`src/rtl/reduction_pkg.sv`:
```
// Shared definitions for the frame reduction controller: FSM state encoding,
// default geometry and a bit-count helper used by the per-beat reducer.
package reduction_pkg;

  localparam int unsigned DATA_W_DEF    = 8;
  localparam int unsigned MAX_BEATS_DEF = 16;

  // Widest beat the popcount helper supports; callers zero-extend into it.
  localparam int unsigned POP_MAX_W = 64;

  typedef enum logic [1:0] {
    IDLE  = 2'd0,
    ACCUM = 2'd1,
    DRAIN = 2'd2,
    HOLD  = 2'd3
  } state_t;

  // Counts set bits in the low `width` bits of v (width <= POP_MAX_W).
  function automatic int unsigned popcount(input logic [POP_MAX_W-1:0] v,
                                           input int unsigned width);
    int unsigned cnt;
    cnt = 0;
    for (int unsigned i = 0; i < POP_MAX_W; i++) begin
      if (i < width && v[i]) cnt = cnt + 1;
    end
    return cnt;
  endfunction

endpackage

```
`src/rtl/reduction_beat.sv`:
```
// Combinational per-beat reducer: AND/OR/XOR of all bits plus ones count.
// Ports: data (DATA_W) in; and_c, or_c, xor_c, ones_c out (all combinational).
module reduction_beat
  import reduction_pkg::*;
#(
  parameter int unsigned DATA_W = DATA_W_DEF,
  localparam int unsigned PC_W  = $clog2(DATA_W + 1)
) (
  input  logic [DATA_W-1:0] data,
  output logic              and_c,
  output logic              or_c,
  output logic              xor_c,
  output logic [PC_W-1:0]   ones_c
);

  always_comb begin
    and_c  = &data;
    or_c   = |data;
    xor_c  = ^data;
    ones_c = PC_W'(popcount(POP_MAX_W'(data), DATA_W));
  end

endmodule

```
`src/rtl/reduction_frame_ctrl.sv`:
```
// Frame reduction controller: accepts multi-beat frames on a valid/ready input,
// accumulates AND/OR/XOR and ones/beat counts across up to MAX_BEATS beats, and
// presents the registered frame result on a valid/ready output.
// Ports: clk, rst (sync, active-high); in_valid/in_ready/in_data/in_last;
//        out_valid/out_ready; out_and/or/nand/nor/xor/nxor, out_ones,
//        out_beats, out_trunc.
module reduction_frame_ctrl
  import reduction_pkg::*;
#(
  parameter int unsigned DATA_W    = DATA_W_DEF,
  parameter int unsigned MAX_BEATS = MAX_BEATS_DEF,
  localparam int unsigned BEAT_W   = $clog2(MAX_BEATS + 1),
  localparam int unsigned ONES_W   = $clog2(MAX_BEATS * DATA_W + 1)
) (
  input  logic              clk,
  input  logic              rst,
  input  logic              in_valid,
  output logic              in_ready,
  input  logic [DATA_W-1:0] in_data,
  input  logic              in_last,
  output logic              out_valid,
  input  logic              out_ready,
  output logic              out_and,
  output logic              out_or,
  output logic              out_nand,
  output logic              out_nor,
  output logic              out_xor,
  output logic              out_nxor,
  output logic [ONES_W-1:0] out_ones,
  output logic [BEAT_W-1:0] out_beats,
  output logic              out_trunc
);

  localparam int unsigned PC_W = $clog2(DATA_W + 1);

  state_t            state_q, state_d;
  logic              accept;
  logic              b_and, b_or, b_xor;
  logic [PC_W-1:0]   b_ones;
  logic              and_d, or_d, xor_d, trunc_d;
  logic [ONES_W-1:0] ones_d;
  logic [BEAT_W-1:0] beats_d;

  reduction_beat #(.DATA_W(DATA_W)) u_beat (
    .data   (in_data),
    .and_c  (b_and),
    .or_c   (b_or),
    .xor_c  (b_xor),
    .ones_c (b_ones)
  );

  // Next-state and next-accumulator logic.
  always_comb begin
    state_d = state_q;
    and_d   = out_and;
    or_d    = out_or;
    xor_d   = out_xor;
    ones_d  = out_ones;
    beats_d = out_beats;
    trunc_d = out_trunc;
    accept  = in_valid & in_ready;

    case (state_q)
      IDLE: begin
        if (accept) begin
          and_d   = b_and;
          or_d    = b_or;
          xor_d   = b_xor;
          ones_d  = ONES_W'(b_ones);
          beats_d = BEAT_W'(1);
          trunc_d = 1'b0;
          if (in_last) begin
            state_d = HOLD;
          end else if (MAX_BEATS == 1) begin
            trunc_d = 1'b1;
            state_d = DRAIN;
          end else begin
            state_d = ACCUM;
          end
        end
      end
      ACCUM: begin
        if (accept) begin
          and_d   = out_and & b_and;
          or_d    = out_or | b_or;
          xor_d   = out_xor ^ b_xor;
          ones_d  = out_ones + ONES_W'(b_ones);
          beats_d = out_beats + BEAT_W'(1);
          if (in_last) begin
            state_d = HOLD;
          end else if (out_beats + BEAT_W'(1) == BEAT_W'(MAX_BEATS)) begin
            // Frame is full; swallow the rest of it up to in_last.
            trunc_d = 1'b1;
            state_d = DRAIN;
          end
        end
      end
      DRAIN: begin
        if (accept && in_last) state_d = HOLD;
      end
      HOLD: begin
        if (out_ready) state_d = IDLE;
      end
      default: state_d = IDLE;
    endcase
  end

  // State and output registers; handshake flags follow the next state.
  always_ff @(posedge clk) begin
    if (rst) begin
      state_q   <= IDLE;
      in_ready  <= 1'b0;
      out_valid <= 1'b0;
      out_and   <= 1'b0;
      out_or    <= 1'b0;
      out_xor   <= 1'b0;
      out_nand  <= 1'b1;
      out_nor   <= 1'b1;
      out_nxor  <= 1'b1;
      out_ones  <= '0;
      out_beats <= '0;
      out_trunc <= 1'b0;
    end else begin
      state_q   <= state_d;
      in_ready  <= (state_d != HOLD);
      out_valid <= (state_d == HOLD);
      out_and   <= and_d;
      out_or    <= or_d;
      out_xor   <= xor_d;
      out_nand  <= ~and_d;
      out_nor   <= ~or_d;
      out_nxor  <= ~xor_d;
      out_ones  <= ones_d;
      out_beats <= beats_d;
      out_trunc <= trunc_d;
    end
  end

endmodule
```
`config.mk`:
```
export PLATFORM = sky130hd
export DESIGN_NAME = reduction_frame_ctrl
export DESIGN_NICKNAME = d
export VERILOG_FILES = /design/src/rtl/reduction_pkg.sv /design/src/rtl/reduction_beat.sv /design/src/rtl/reduction_frame_ctrl.sv
export SDC_FILE = /design/constraint.sdc
export NUM_CORES = 1
export LEC_CHECK = 0
export ABC_AREA = 1
export CORE_ASPECT_RATIO = 2
export CORE_MARGIN = 4
export CORE_UTILIZATION = 25
export CTS_BUF_LIST = sky130_fd_sc_hd__clkbuf_4
export DETAILED_ROUTE_END_ITERATION = 16
export DONT_BUFFER_PORTS = 1
export PLACE_DENSITY_LB_ADDON = 0.3
export SLEW_MARGIN = 15
export SYNTH_ARGS = -nofsm -noshare
export SYNTH_HDL_FRONTEND = slang
export SYNTH_SLANG_ARGS = --single-unit
```
`constraint.sdc`:
```
create_clock -name clk -period 9.6 [get_ports clk]
set_input_delay 1.44 -clock clk [delete_from_list [all_inputs] [get_ports clk]]
set_output_delay 1.44 -clock clk [all_outputs]
set_load 0.02 [all_outputs]
```
==> metrics.cfg <==
[routing]
wire_per_inst_um=12.4
dr.pass1.iters=4
ant_nets=0
vias=1931
vias_per_cell=4.72
drc_errors=0
drt-total-wl_um=5080
drt_iter0_drc=63

[logic_synthesis]
synth_area_leaders=dfxtp_1 (24%), nand2_1 (15%), ha_1 (12%)
synth_area_leader_cell=dfxtp_1
synth_nets=345
ys_seq_area_share_pct=23.7
synth_area_sq_um=2030
synth_ff_type=dfxtp_1
syn_avg_cell_area_sq_um=6.52
syn_inst=311
ys_ff_latch=24
yosysUniqueCellTypes=37
yosys_warnings=0
ys_async_sr_fraction_pct=0
synth_top_cell_area_share_pct=23.7
synth-edff-count=0

[place]
place_ws_ns=3.89
placed_area_sq_um=2130
place_hpwl_um=4360
io_buffers=0
gp_congestion=0.825

[timing]
drv_slew=0
rsz0062_at_grt=no
finalSetupViolations=0
fin_crit_sh_pct=55.8
worst_pin_slew_ns=0.469
max_freq_mhz=187
clock_skew_ns=0.0133
hold_violations=0
tns_ns=0
holdWs_ns=0.605
min_period_ns=5.36
final.setup.worst_slack_ns=4.24
slew_headroom_pct=68.6

[floorplanning]
die_h_um=135
die_w_um=71.7
dieArea_sq_um=9700
design.core.area_sq_um=7940
io_pins=35
rows=46
start_util_pct=25.5

[global_routing]
antenna_found_initial=1
grt_use_total_pct=10.9
grt_max_degree=15
grt_pass1_vias=2006
grt_overflow=0
grt_pass1_wl_um=8640

[critical_path]
crit_path_frequent_cell=nand2_1
cpPeakStageDelay_ns=0.38
critPathArrivalTime_ns=5.63
start_kind=input port
cp.required_ns=9.88
crit_path_max_fanout=5
cpMaxStageDelayCell=ha_1
criticalPathCategory=in -> reg
critical_path.endpoint_type=flop

[cts]
cts_hold_buf=0
path_clk_slew_ns=0.15
h-tree-depth=1
worstSkewPairLatency_ns=0.33
cts-resized-gates=0
tritoncts=yes
cts_buffers=3
root_buffer=clkbuf_4
cts.sinks=24
postCtsSetupBuffers=0
cts_max_path_buffers=2

[pwr]
peakVddDrop_mv=0.0443
power_density_nw_per_um2=131
p_leak_nw=1.08

[min_path]
hold_path_class=reg -> reg

[finish]
area_delta_synth_final_pct=7.72
layout_common_cells=nand2_1 (82), inv_1 (41), nand3_1 (27)
final_common_cell=nand2_1
nNetsFinal=347
fillers=909
fin_util_pct=27.5
final_area_sq_um=2180
drive_gt1_share_pct=10.9

[status]
run_status=completed

[run]
maxCapViolCount=0

-- flip-flops by register name, indices dropped and copies added, names as in the netlist --
register	cells
in_ready	1
out_and	1
out_beats	5
out_nand	1
out_nor	1
out_nxor	1
out_ones	8
out_or	1
out_trunc	1
out_valid	1
out_xor	1
state_q	2
-- final timing paths --
kind                        to         start  slack, ns  cells after the start
hold reg to reg   out_beats[4]  out_beats[4]       0.61                      2
hold / removal    out_beats[4]  out_beats[4]       0.61                      2
setup / recovery   out_ones[7]    in_data[0]       4.24                     30
setup reg to reg     out_trunc      in_ready       7.39                      7
-- cell usage after synthesis, types with 2 or more instances --
cell	number
nand2_1	82
inv_1	41
nand3_1	27
nor2_1	25
dfxtp_1	24
a21oi_1	20
ha_1	20
nand2_2	9
o21ai_0	9
inv_2	7
nand3_2	7
nor3_1	4
xnor2_1	4
xor2_1	4
a31oi_1	2
and2_1	2
clkbuf_1	2
nand2_4	2
o21a_1	2
-- power breakdown --
group | leakage (nW) | internal, mW | switching [mW] | total [mW]
logic | 0.853 | 0.0358 | 0.0586 | 0.0944
clock network | 0.0279 | 0.0422 | 0.0331 | 0.0754
registers | 0.196 | 0.105 | 0.0112 | 0.116
total | 1.08 | 0.183 | 0.103 | 0.286
-- cell type report --
cell class / instances / area (sq um) / area share (%)
clock inverter: 1 / 30.0 / 1.38
antenna: 1 / 2.50 / 0.115
multi-input combinational: 236 / 1350 / 61.7
sequential: 24 / 480 / 22.0
tap: 96 / 120 / 5.50
clock buffer: 3 / 22.5 / 1.03
inverter: 48 / 180 / 8.25
-- stage by stage --
step	std cells	total power, mW
floorplan	311	0.196
global placement	404	0.214
detailed placement	404	0.214
CTS	408	0.290
global route	409	0.309
finish	409	0.286
-- per-layer routing --
| metal | wire length, um | vias to the layer above | GRT usage, % | part of all wire, % |
|---|---|---|---|---|
| li1 | - | 992 | - | - |
| met1 | 1730 | 874 | 9.52 | 34 |
| met2 | 2960 | 49 | 22.4 | 58 |
| met3 | 219 | 16 | 1.78 | 4.3 |
| met4 | 178 | 0 | 5.44 | 3.5 |
| met5 | 0 | - | 0 | 0 |
-- cell families after synthesis --
| group | share of synthesized area, % |
|---|---|
| simple gates | 38.1 |
| flops | 23.7 |
| compound gates | 11.6 |
| buf+inv | 9.82 |
| xor+xnor | 3.46 |
| fa+ha+maj | 13.3 |
-- worst max-delay path, delay by kind of cell --
family,cells,cell delay (ns)
adders and majority gates,5,1.49
AOI/OAI and AO/OA,4,0.50
buffers and inverters,4,0.24
and+or+nand+nor,17,1.96
(Power assumes the default switching activity.)
